[src/rtl/cpu_control.sv]
// -----------------------------------------------------------------------------
// cpu_control
//   CPU control/status register block on the SPI bus side of the PET clone.
//   Holds three readable registers (CTRL, STEP, STATUS) at BASE_ADDR..+2 and
//   drives the 6502 RES and RDY lines. It provides a timed self-clearing reset
//   pulse, a counted single-step mode that parks the CPU in RDY between steps,
//   and a sticky STEP_DONE status flag.
//
// Ports:
//   clk_bus_i     in   bus clock, all logic on its rising edge
//   reset_i       in   synchronous active-high reset
//   spi_addr_i    in   SPI address (ADDR_WIDTH bits, full-width decode)
//   spi_data_i    in   SPI write data
//   spi_wr_en_i   in   one-cycle write strobe
//   spi_rd_en_i   in   one-cycle read strobe
//   spi_data_o    out  registered read data (holds when not hit)
//   spi_rd_hit_o  out  spi_data_o belongs to this block (same cycle as data)
//   cpu_done_i    in   one pulse per completed CPU bus cycle
//   cpu_res_o     out  CPU reset, active-high, registered
//   cpu_ready_o   out  CPU RDY, registered
// -----------------------------------------------------------------------------
module cpu_control #(
  parameter int                    ADDR_WIDTH       = 17,
  parameter logic [ADDR_WIDTH-1:0] BASE_ADDR        = 17'h0E80C,
  parameter int                    RES_PULSE_CYCLES = 16,
  parameter int                    STEP_WIDTH       = 8
) (
  input  logic                  clk_bus_i,
  input  logic                  reset_i,
  input  logic [ADDR_WIDTH-1:0] spi_addr_i,
  input  logic [7:0]            spi_data_i,
  input  logic                  spi_wr_en_i,
  input  logic                  spi_rd_en_i,
  output logic [7:0]            spi_data_o,
  output logic                  spi_rd_hit_o,
  input  logic                  cpu_done_i,
  output logic                  cpu_res_o,
  output logic                  cpu_ready_o
);

  localparam int PW = $clog2(RES_PULSE_CYCLES + 1);

  localparam logic [ADDR_WIDTH-1:0] LP_CTRL_ADDR   = BASE_ADDR;
  localparam logic [ADDR_WIDTH-1:0] LP_STEP_ADDR   = BASE_ADDR + ADDR_WIDTH'(1);
  localparam logic [ADDR_WIDTH-1:0] LP_STATUS_ADDR = BASE_ADDR + ADDR_WIDTH'(2);
  localparam logic [PW-1:0]         LP_PULSE_LOAD  = PW'(RES_PULSE_CYCLES);

  localparam logic [1:0] S_RESET = 2'd0;
  localparam logic [1:0] S_HALT  = 2'd1;
  localparam logic [1:0] S_RUN   = 2'd2;
  localparam logic [1:0] S_STEP  = 2'd3;

  logic                  r_res_n;
  logic                  r_run;
  logic [PW-1:0]         r_pulse_cnt;
  logic [STEP_WIDTH-1:0] r_step_cnt;
  logic                  r_step_done;
  logic [1:0]            r_state;
  logic                  r_cpu_res;
  logic                  r_cpu_ready;
  logic [7:0]            r_rd_data;
  logic                  r_rd_hit;

  logic                  w_hit_ctrl;
  logic                  w_hit_step;
  logic                  w_hit_status;
  logic                  w_wr_ctrl;
  logic                  w_wr_step;
  logic                  w_wr_status;
  logic                  w_res_n_nxt;
  logic                  w_run_nxt;
  logic [PW-1:0]         w_pulse_nxt;
  logic                  w_in_reset_nxt;
  logic [STEP_WIDTH-1:0] w_step_nxt;
  logic                  w_done_set;
  logic                  w_step_done_nxt;
  logic [1:0]            w_state_nxt;
  logic                  w_rd_hit;
  logic [7:0]            w_rd_data;

  assign w_hit_ctrl   = (spi_addr_i == LP_CTRL_ADDR);
  assign w_hit_step   = (spi_addr_i == LP_STEP_ADDR);
  assign w_hit_status = (spi_addr_i == LP_STATUS_ADDR);
  assign w_wr_ctrl    = spi_wr_en_i && w_hit_ctrl;
  assign w_wr_step    = spi_wr_en_i && w_hit_step;
  assign w_wr_status  = spi_wr_en_i && w_hit_status;

  // Next values of CTRL bits and the reset pulse counter.
  always_comb begin
    w_res_n_nxt = r_res_n;
    w_run_nxt   = r_run;
    w_pulse_nxt = r_pulse_cnt;
    if (w_wr_ctrl) begin
      w_res_n_nxt = spi_data_i[0];
      w_run_nxt   = spi_data_i[1];
    end else begin
      w_res_n_nxt = r_res_n;
      w_run_nxt   = r_run;
    end
    // A PULSE write always reloads the full length, even mid-pulse.
    if (w_wr_ctrl && spi_data_i[2]) begin
      w_pulse_nxt = LP_PULSE_LOAD;
    end else if (r_pulse_cnt != PW'(0)) begin
      w_pulse_nxt = r_pulse_cnt - PW'(1);
    end else begin
      w_pulse_nxt = r_pulse_cnt;
    end
    w_in_reset_nxt = !w_res_n_nxt || (w_pulse_nxt != PW'(0));
  end

  // Step counter, STEP_DONE flag and run-state selection.
  always_comb begin
    w_step_nxt = r_step_cnt;
    w_done_set = 1'b0;
    // RESET beats RUN beats STEP: both RESET and RUN hold the count at zero.
    if (w_in_reset_nxt || w_run_nxt) begin
      w_step_nxt = STEP_WIDTH'(0);
    end else if (w_wr_step) begin
      w_step_nxt = spi_data_i[STEP_WIDTH-1:0];
    end else if ((r_state == S_STEP) && cpu_done_i && (r_step_cnt != STEP_WIDTH'(0))) begin
      w_step_nxt = r_step_cnt - STEP_WIDTH'(1);
      w_done_set = (r_step_cnt == STEP_WIDTH'(1));
    end else begin
      w_step_nxt = r_step_cnt;
    end

    // Setting STEP_DONE wins over a simultaneous write-one-to-clear.
    if (w_done_set) begin
      w_step_done_nxt = 1'b1;
    end else if (w_wr_status && spi_data_i[3]) begin
      w_step_done_nxt = 1'b0;
    end else begin
      w_step_done_nxt = r_step_done;
    end

    if (w_in_reset_nxt) begin
      w_state_nxt = S_RESET;
    end else if (w_run_nxt) begin
      w_state_nxt = S_RUN;
    end else if (w_step_nxt != STEP_WIDTH'(0)) begin
      w_state_nxt = S_STEP;
    end else begin
      w_state_nxt = S_HALT;
    end
  end

  // Read mux over the current register contents.
  always_comb begin
    w_rd_hit  = 1'b0;
    w_rd_data = 8'h00;
    if (w_hit_ctrl) begin
      w_rd_hit  = 1'b1;
      w_rd_data = {6'b000000, r_run, r_res_n};
    end else if (w_hit_step) begin
      w_rd_hit  = 1'b1;
      w_rd_data = 8'(r_step_cnt);
    end else if (w_hit_status) begin
      w_rd_hit  = 1'b1;
      // Bit0 reports the whole RESET condition (RES_N low or pulse active).
      w_rd_data = {4'b0000, r_step_done, (r_step_cnt != STEP_WIDTH'(0)),
                   r_cpu_ready, r_cpu_res};
    end else begin
      w_rd_hit  = 1'b0;
      w_rd_data = 8'h00;
    end
  end

  // State registers, registered CPU lines and the registered read port.
  always_ff @(posedge clk_bus_i) begin
    if (reset_i) begin
      r_res_n      <= 1'b0;
      r_run        <= 1'b0;
      r_pulse_cnt  <= PW'(0);
      r_step_cnt   <= STEP_WIDTH'(0);
      r_step_done  <= 1'b0;
      r_state      <= S_RESET;
      r_cpu_res    <= 1'b1;
      r_cpu_ready  <= 1'b0;
      r_rd_data    <= 8'h00;
      r_rd_hit     <= 1'b0;
    end else begin
      r_res_n      <= w_res_n_nxt;
      r_run        <= w_run_nxt;
      r_pulse_cnt  <= w_pulse_nxt;
      r_step_cnt   <= w_step_nxt;
      r_step_done  <= w_step_done_nxt;
      r_state      <= w_state_nxt;
      r_cpu_res    <= w_in_reset_nxt;
      case (w_state_nxt)
        S_RUN:   r_cpu_ready <= 1'b1;
        S_STEP:  r_cpu_ready <= 1'b1;
        S_HALT:  r_cpu_ready <= 1'b0;
        S_RESET: r_cpu_ready <= 1'b0;
        default: r_cpu_ready <= 1'b0;
      endcase
      r_rd_hit <= spi_rd_en_i && w_rd_hit;
      if (spi_rd_en_i && w_rd_hit) begin
        r_rd_data <= w_rd_data;
      end else begin
        r_rd_data <= r_rd_data;
      end
    end
  end

  assign spi_data_o   = r_rd_data;
  assign spi_rd_hit_o = r_rd_hit;
  assign cpu_res_o    = r_cpu_res;
  assign cpu_ready_o  = r_cpu_ready;

endmodule

[config.mk]
export PLATFORM = sky130hd
export DESIGN_NAME = cpu_control
export DESIGN_NICKNAME = d
export VERILOG_FILES = /design/src/rtl/cpu_control.sv
export SDC_FILE = /design/constraint.sdc
export NUM_CORES = 1
export LEC_CHECK = 0
export CAP_MARGIN = 0
export CELL_PAD_IN_SITES_DETAIL_PLACEMENT = 2
export CELL_PAD_IN_SITES_GLOBAL_PLACEMENT = 2
export CORE_UTILIZATION = 29
export CTS_BUF_LIST = sky130_fd_sc_hd__clkbuf_4 sky130_fd_sc_hd__clkbuf_8
export CTS_CLUSTER_SIZE = 8
export DETAILED_ROUTE_END_ITERATION = 16
export MAX_ROUTING_LAYER = met4
export PLACE_DENSITY = 0.87
export SETUP_SLACK_MARGIN = 0.4
export SKIP_CTS_REPAIR_TIMING = 1
export SYNTH_ARGS = -nofsm -noshare
export SYNTH_HDL_FRONTEND = slang
export SYNTH_SLANG_ARGS = --single-unit
[constraint.sdc]
create_clock -name clk_bus_i -period 3.1 [get_ports clk_bus_i]
set_input_delay 0.62 -clock clk_bus_i [delete_from_list [all_inputs] [get_ports clk_bus_i]]
set_output_delay 0.62 -clock clk_bus_i [all_outputs]
set_load 0.01 [all_outputs]
==> flow_summary.toml, run 1 <==
[floorplanning]
die-area_sq_um = 5850
die_y_microns = 76.5
initial_utilization = 0.307
row_count = 26
fp.dieW_microns = 76.5
core_area_sq_um = 5240
ios = 41

[setup_path]
rrSetupSlack_ns = 0.67
crit_type = "primary input to register"
r2r_start = "r_step_cnt[1]"
r2r_end = "cpu_ready_o"
crit_arrival_ns = 2.80
cp-end-kind = "register"
crit_required_ns = 3.25
startpoint_type = "primary input"
ff2ff_path_depth = 8
worstPathMaxFanout = 5

[global_routing]
antenna_found_initial = 0
grt_max_degree = 15
grt_pass1_wl_microns = 9840
grt_pass1_vias = 1849
grt-ovfl-total = 0
grt.total_usage = 0.225

[detailed_routing]
drtAntennaViolNets = 0
remaining_drc_errors = 0
drtPass1Iterations = 4
routed_wl_microns = 6120
drt_iter0_drc = 79
num_vias = 1663
viasPerCell = 5.30
wl_per_cell_microns = 19.5

[sta]
hold_violations = 0
timing.hold.ws_ns = 0.484
slew_violations = 0
grt_setup_unrepaired = "no"
max_freq_mhz = 378
skew_ns = 0.00824
min_period_ns = 2.65
fin_crit_sh = 0.854
relSlewSlack = 0.595
max_slew.worst_pin.slew_ns = 0.599
finalSetupViolCount = 0
setup_tns_ns = 0

[cts]
cts_tree = "done"
clock_path_buffers = 2
cts.sinks = 29
cts_inserted_buffers = 5
root_buffer = "clkbuf_8"
clkTransAtPathRegs_ns = 0.07
htreeDepth = 2
clk_latency_ns = 0.29

[logic_synthesis]
syn_nets = 224
synth_cell_types = 44
synth_top_area_cell = "dfxtp_1"
synth_ff_type = "dfxtp_1"
ys_ff_latch = 29
yosys_warnings = 0
syn_area_per_cell_sq_um = 8.47
ys_seq_area_frac = 0.361
synth_area_sq_um = 1610
synth_edf_count = 0
synth_async_sr_flop_share = 0
synthTopCellsByArea = "dfxtp_1 36%, nor2_1 6.5%, mux2i_1 5.0%"
syn_inst = 190
synth_top_cell_area_share = 0.361

[pwr]
vdd_drop_max_uv = 339
cellLeakagePower_uw = 0.000859
power_density_nw_per_um2 = 474

[finish]
finalNetCount = 277
drive_gt1_frac = 0.131
diodes = 0
n_fill_cell = 567
area_growth_pct = 42.8

[min_path]
hold_start = "spi_data_o[1]"
hold_class = "register to register"
holdPathStages = 2
hold_path_end = "spi_data_o[1]"

[status]
status = "completed"

[placement]
io_buffers = 40
dp_hpwl_microns = 4570
place_congestion = 0.829

[flow_run]
cap_violations = 0
[final cells by class]
type / count / area (sq um) / area share
Clock buffer: 7 / 90.1 / 0.0392
Clock inverter: 1 / 30.0 / 0.0131
Inverter: 9 / 33.8 / 0.0147
Multi-Input combinational cell: 148 / 996 / 0.433
Sequential cell: 29 / 581 / 0.253
Tap cell: 70 / 87.6 / 0.0381
Timing Repair Buffer: 50 / 480 / 0.209
[power breakdown]
group | total, uW | internal [uW] | switching, uW
Clock | 430 | 271 | 159
Combinational | 237 | 117 | 120
Sequential | 423 | 394 | 29.4
Total | 1090 | 782 | 308
[metal layers]
layer / track usage / up-vias / wire length [microns]
li1: - / 785 / -
met1: 0.246 / 807 / 2550
met2: 0.409 / 56 / 3210
met3: 0.0323 / 15 / 224
met4: 0.0846 / 0 / 136
met5: - / - / 0
[worst max-delay path, cell delays in order]
cell	delay, ns
clkdlybuf4s50_1	0.42
or4_4	0.52
nor4_4	0.31
and3_4	0.26
mux2_4	0.36
a21bo_1	0.22
o211ai_1	0.09
[cells in the final DEF (no fill, tap or decap), drive strengths merged, types with 2 or more instances in the layout]
cell           instances
o21ai                  6
inv                    9
a22oi                  7
nand3                  8
and3                   4
or3                    2
ha                     4
o211ai                 4
clkdlybuf4s50         38
mux2                   2
nor4b                  3
or4                    2
a211oi                 3
nand2                 19
buf                   10
nor2                  28
a21boi                 2
nor3                   8
nor4                   3
nand4                  4
xnor2                  5
nor2b                  4
a22o                   2
a21oi                  7
clkbuf                 7
mux2i                  8
dfxtp                 29
nand2b                 4
dlymetal6s2s           2
[Yosys cell counts (3+ instances only)]
cell / number
dfxtp_1: 29
a21oi_1: 7
nand2b_1: 4
inv_1: 9
nand4_1: 4
nand3_1: 8
nor2b_1: 4
mux2i_1: 8
ha_1: 4
xnor2_1: 5
a22oi_1: 7
nor3_1: 6
nand2_1: 18
o21ai_0: 6
and3_1: 4
o211ai_1: 4
nor2_1: 28
nor4b_1: 3
[through the flow]
stage | total power, uW | std cells | cell area (sq um) | setup slack [ns] | utilization
after floorplan | 568 | 190 | 1610 | 0.594 | -
after global placement | 647 | 304 | 2130 | 0.147 | 0.407
after detailed placement | 667 | 304 | 2130 | 0.0489 | 0.407
after CTS | 1100 | 312 | 2250 | 0.321 | 0.430
after global routing | 1150 | 314 | 2300 | 0.384 | 0.439
final | 1090 | 314 | 2300 | 0.452 | 0.439
[worst max-delay path by stage]
stage / from / endpoint / slack (ns) / cells after the start
after floorplan: spi_addr_i[8] / r_step_cnt[2] / 0.59 / 7
after global placement: spi_addr_i[8] / cpu_ready_o / 0.15 / 7
after detailed placement: spi_addr_i[8] / r_state[1] / 0.05 / 7
after CTS: spi_addr_i[8] / r_step_cnt[2] / 0.32 / 8
after global routing: spi_addr_i[6] / cpu_ready_o / 0.38 / 7
final: spi_addr_i[6] / cpu_ready_o / 0.45 / 7
[state kept, by name, summed over array words and instances (netlist names)]
name,count
cpu_res_o,1
r_step_cnt,8
r_run,1
r_step_done,1
spi_rd_hit_o,1
r_res_n,1
r_state,2
cpu_ready_o,1
r_pulse_cnt,5
spi_data_o,8
[cells by family (layout without fill, tap and decap cells)]
logic type | count (synthesis) | count (layout) | share of synthesized area
mux | 10 | 10 | 0.0661
flops | 29 | 29 | 0.361
fa+ha+maj | 4 | 4 | 0.0311
xor+xnor | 6 | 6 | 0.0327
simple gates | 95 | 95 | 0.327
buf+inv | 13 | 67 | 0.0373
compound gates | 33 | 33 | 0.145
Power figures use the tool's default switching activity.
==> run 2, diff against run 1 <==
==> constraint.sdc (replaced) <==
create_clock -name clk_bus_i -period 3.1 [get_ports clk_bus_i]
set_input_delay 0.93 -clock clk_bus_i [delete_from_list [all_inputs] [get_ports clk_bus_i]]
set_output_delay 0.93 -clock clk_bus_i [all_outputs]
set_load 0.01 [all_outputs]
==> run 2 against run 1 <==
Against the previous run: sequential share of layout area shrank 0.54 points; first-iteration DRC count down 38%; utilization is 0.96 points higher; clock skew barely moved; worst setup slack lost 0.10 ns; critical endpoint is now r_state[1]; global-route usage fell by 0.44 points; count of clock-buffer cells in the layout fell by 1; largest power group is now sequential cells; die area unchanged; cell count up 0.96%.
==> flow_summary.toml, run 2 (synthesis results as in run 1) <==
[status]
status = "completed"

[finish]
diodes = 0
area_growth_pct = 46.0
drive_gt1_frac = 0.170
finalNetCount = 280
n_fill_cell = 555
final_cell_area_sq_um = 2350
most-common-layout-cells = "29 x dfxtp_1, 28 x nor2_1, 28 x clkdlybuf4s50_1"
finish.utilization = 0.448
final_common_cell = "dfxtp_1"

[detailed_routing]
drtPass1Iterations = 4
drt_iter0_drc = 49
wl_per_cell_microns = 20.8
num_vias = 1667
wl_met2_microns = 3490
remaining_drc_errors = 0
viasPerCell = 5.26
m1WireLength_microns = 2740
drtAntennaViolNets = 0
routed_wl_microns = 6590
routed-wl-met3_microns = 198
top_layer_used = "met4"

[global_routing]
grt_pass1_wl_microns = 9660
grt_pass1_vias = 1832
grt.total_usage = 0.220
grt_max_degree = 13
antenna_found_initial = 0
grt-ovfl-total = 0

[placement]
dp_hpwl_microns = 4580
dp_slack_ns = -0.362
io_buffers = 40
placed_area_sq_um = 2150
place_congestion = 0.819

[cts]
cts.sinks = 29
cts_inserted_buffers = 5
htreeDepth = 2
clock_path_buffers = 2
clkTransAtPathRegs_ns = 0.07
clk_latency_ns = 0.30
cts_tree = "done"
root_buffer = "clkbuf_8"

[sta]
finalSetupViolCount = 0
max_slew.worst_pin.slew_ns = 0.555
slew_violations = 0
min_period_ns = 2.75
hold_violations = 0
relSlewSlack = 0.625
skew_ns = 0.00849
layout_setup_ws_ns = 0.352
max_freq_mhz = 364
timing.hold.ws_ns = 0.477
grt_setup_unrepaired = "yes"
setup_tns_ns = 0
fin_crit_sh = 0.886

[setup_path]
max_stage_delay_ns = 0.56
critPathBufInv = 1
path_cells = "clkbuf_2 > or4b_4 > nor4_4 > and3_4 > mux2_4 > o211ai_1 > o211ai_1"
startpoint_type = "primary input"
crit_type = "primary input to register"
cp_top_family = "simple AND/OR/NAND/NOR gates"
cp-end-kind = "register"
crit_path_top_delay_cell = "or4b_4"
crit_arrival_ns = 2.91
crit_top_cell = "o211ai_1"
worstPathMaxFanout = 5
crit_required_ns = 3.26

[floorplanning]
die_y_microns = 76.5
fp.dieW_microns = 76.5
row_count = 26
die-area_sq_um = 5850
ios = 41
initial_utilization = 0.307
core_area_sq_um = 5240

[pwr]
vdd_drop_max_uv = 308
cellLeakagePower_uw = 0.000955
power_density_nw_per_um2 = 419

[flow_run]
cap_violations = 0

[min_path]
hold_class = "register to register"
run 2: power by group:
group / internal (uW) / total [uW] / switching, uW
logic: 116 / 239 / 123
registers: 394 / 421 / 26.6
clock network: 164 / 324 / 160
run 2: layout make-up:
type / instances / area [sq um] / area share
multi-input cells: 148 / 1040 / 0.443
flip-flops and latches: 29 / 581 / 0.247
repair buffers: 53 / 520 / 0.222
well taps: 70 / 87.6 / 0.0373
clock buffers: 6 / 76.3 / 0.0325
inverters: 9 / 33.8 / 0.0144
clock inverters: 2 / 10.0 / 0.00426
run 2: tightest hold or removal path, stage by stage (launching register included):
cell     delay (ns)
dfxtp_1        0.31
nand2_1        0.06
a21oi_1        0.06
run 2: worst paths after layout:
path,from,to,slack (ns),cells after the start
max,spi_addr_i[12],r_state[1],0.35,7
min reg2reg,spi_data_o[1],spi_data_o[1],0.48,2
max reg2reg,r_step_cnt[0],r_state[1],0.65,8
min,spi_data_o[1],spi_data_o[1],0.48,2
run 2: per-stage QoR:
step / cells / power (uW)
detailed placement: 306 / 666
finish: 317 / 984
global placement: 306 / 648
global route: 317 / 1050
floorplan: 190 / 568
CTS: 314 / 993
run 2: per-layer routing:
metal	track usage	vias to the layer above
met5	-	-
met4	0.0904	0
met3	0.0419	13
met2	0.377	38
met1	0.251	827
li1	-	789
==> run 3, diff against run 2 <==
--- a/config.mk
+++ b/config.mk
@@ -8,12 +8,14 @@
 export CAP_MARGIN = 0
 export CELL_PAD_IN_SITES_DETAIL_PLACEMENT = 2
 export CELL_PAD_IN_SITES_GLOBAL_PLACEMENT = 2
+export CORE_MARGIN = 3
 export CORE_UTILIZATION = 29
 export CTS_BUF_LIST = sky130_fd_sc_hd__clkbuf_4 sky130_fd_sc_hd__clkbuf_8
-export CTS_CLUSTER_SIZE = 8
+export CTS_CLUSTER_SIZE = 25
 export DETAILED_ROUTE_END_ITERATION = 16
 export MAX_ROUTING_LAYER = met4
 export PLACE_DENSITY = 0.87
+export REMOVE_ABC_BUFFERS = 1
 export SETUP_SLACK_MARGIN = 0.4
 export SKIP_CTS_REPAIR_TIMING = 1
 export SYNTH_ARGS = -nofsm -noshare
==> run 3 against run 2 <==
Against the previous run: sequential power barely moved; worst setup slack improved by 0.11 ns; total power rose by 11%.
==> flow_summary.toml, run 3 (synthesis results as in run 1) <==
[pwr]
cellLeakagePower_uw = 0.000950
vdd_drop_max_uv = 381
power_density_nw_per_um2 = 462
power_switching_uw = 312
total_power_uw = 1090
p_int_uw = 780
p_clk_frac = 0.397
power_switching_share = 0.286
seqPwrFrac = 0.386
p_comb_frac = 0.217

[placement]
place_inst = 308
io_buffers = 40
dp_slack_ns = -0.265
place_congestion = 0.771
dp_hpwl_microns = 4490

[detailed_routing]
wl_per_cell_microns = 20.7
drtAntennaViolNets = 0
wl_met2_microns = 3530
top_layer_used = "met4"
routed_wl_microns = 6550
drtPass1Iterations = 6
drt_iter0_drc = 66
viasPerCell = 5.39
remaining_drc_errors = 0
num_vias = 1702
routed-wl-met3_microns = 199
m1WireLength_microns = 2680

[min_path]
hold_path_end = "spi_data_o[0]"
holdPathStages = 2
hold_start = "spi_data_o[0]"
hold_class = "register to register"

[finish]
multi_input_area_sq_um = 1040
final_common_cell = "dfxtp_1"
finalNetCount = 279
stdcell_count = 316
diodes = 0
drive_gt1_frac = 0.167
area_growth_pct = 46.9
n_fill_cell = 570
finish.utilization = 0.451
most-common-layout-cells = "29 x dfxtp_1, 28 x nor2_1, 28 x clkdlybuf4s50_1"
regArea_sq_um = 581

[cts]
cts_tree = "done"
clkTransAtPathRegs_ns = 0.07
clock_path_buffers = 2
clk_latency_ns = 0.30
cts.sinks = 29
cts_inserted_buffers = 5
htreeDepth = 2
root_buffer = "clkbuf_8"

[floorplanning]
row_count = 26
ios = 41
core_area_sq_um = 5240
die_y_microns = 80.5
fp.dieW_microns = 80.5
initial_utilization = 0.307
die-area_sq_um = 6480

[global_routing]
grt-ovfl-total = 0
antenna_found_initial = 0
grt_max_degree = 12
grt.total_usage = 0.207
grt_pass1_vias = 1865
grt_pass1_wl_microns = 9850

[sta]
skew_ns = 0.0109
fin_crit_sh = 0.851
slew_violations = 0
relSlewSlack = 0.511
grt_setup_unrepaired = "no"
finalSetupViolCount = 0
setup_tns_ns = 0
max_freq_mhz = 379
min_period_ns = 2.64
max_slew.worst_pin.slew_ns = 0.723
layout_setup_ws_ns = 0.462
hold_violations = 0

[setup_path]
crit_type = "primary input to register"
rrSetupSlack_ns = 0.59
crit_arrival_ns = 2.86
worstPathMaxFanout = 3
ff2ff_path_depth = 9
cp-end-kind = "register"
startpoint_type = "primary input"
r2r_end = "cpu_ready_o"
crit_required_ns = 3.32
r2r_start = "r_step_cnt[0]"

[flow_run]
cap_violations = 0

[status]
status = "completed"
[run 3: worst max-delay path: stages]
cell,delay (ns)
clkbuf_2,0.08
or4_4,0.57
nor4_4,0.39
and3_4,0.27
mux2_1,0.34
a21bo_1,0.20
o211ai_1,0.08
[run 3: worst max-delay path by stage]
stage	startpoint	to	cells after the start	slack [ns]
final	spi_addr_i[16]	cpu_ready_o	7	0.46
after global routing	spi_addr_i[6]	r_state[1]	8	0.38
after CTS	spi_addr_i[8]	r_step_cnt[3]	8	0.01
after detailed placement	spi_addr_i[8]	r_state[1]	7	-0.26
after global placement	spi_addr_i[8]	cpu_ready_o	7	-0.16
after floorplan	spi_addr_i[8]	r_step_cnt[2]	6	0.24
[run 3: metal layers]
metal | track usage | vias to the layer above
met4 | 0.0591 | 0
li1 | - | 791
met2 | 0.377 | 39
met1 | 0.233 | 861
met3 | 0.0314 | 11
met5 | - | -
[run 3: final cells by class]
cell class,count,share of cell area
tap,70,0.0371
clock inverter,1,0.0127
inverter,9,0.0143
clock buffer,7,0.0381
sequential,29,0.246
multi-input combinational,148,0.438
timing repair buffer,52,0.214
[run 3: stage by stage]
step	area [sq um]	hold slack (ns)
after CTS	2280	0.476
after floorplan	1580	0.426
after detailed placement	2160	0.467
after global placement	2160	0.440
after global routing	2360	0.502
final	2360	0.469
[run 3: power groups by stage]
stage | registers (uW) | logic (uW) | clock network (uW)
floorplan | 422 | 145 | 0
global placement | 429 | 220 | 0
detailed placement | 430 | 237 | 0
CTS | 422 | 239 | 438
global route | 426 | 265 | 460
finish | 421 | 237 | 434
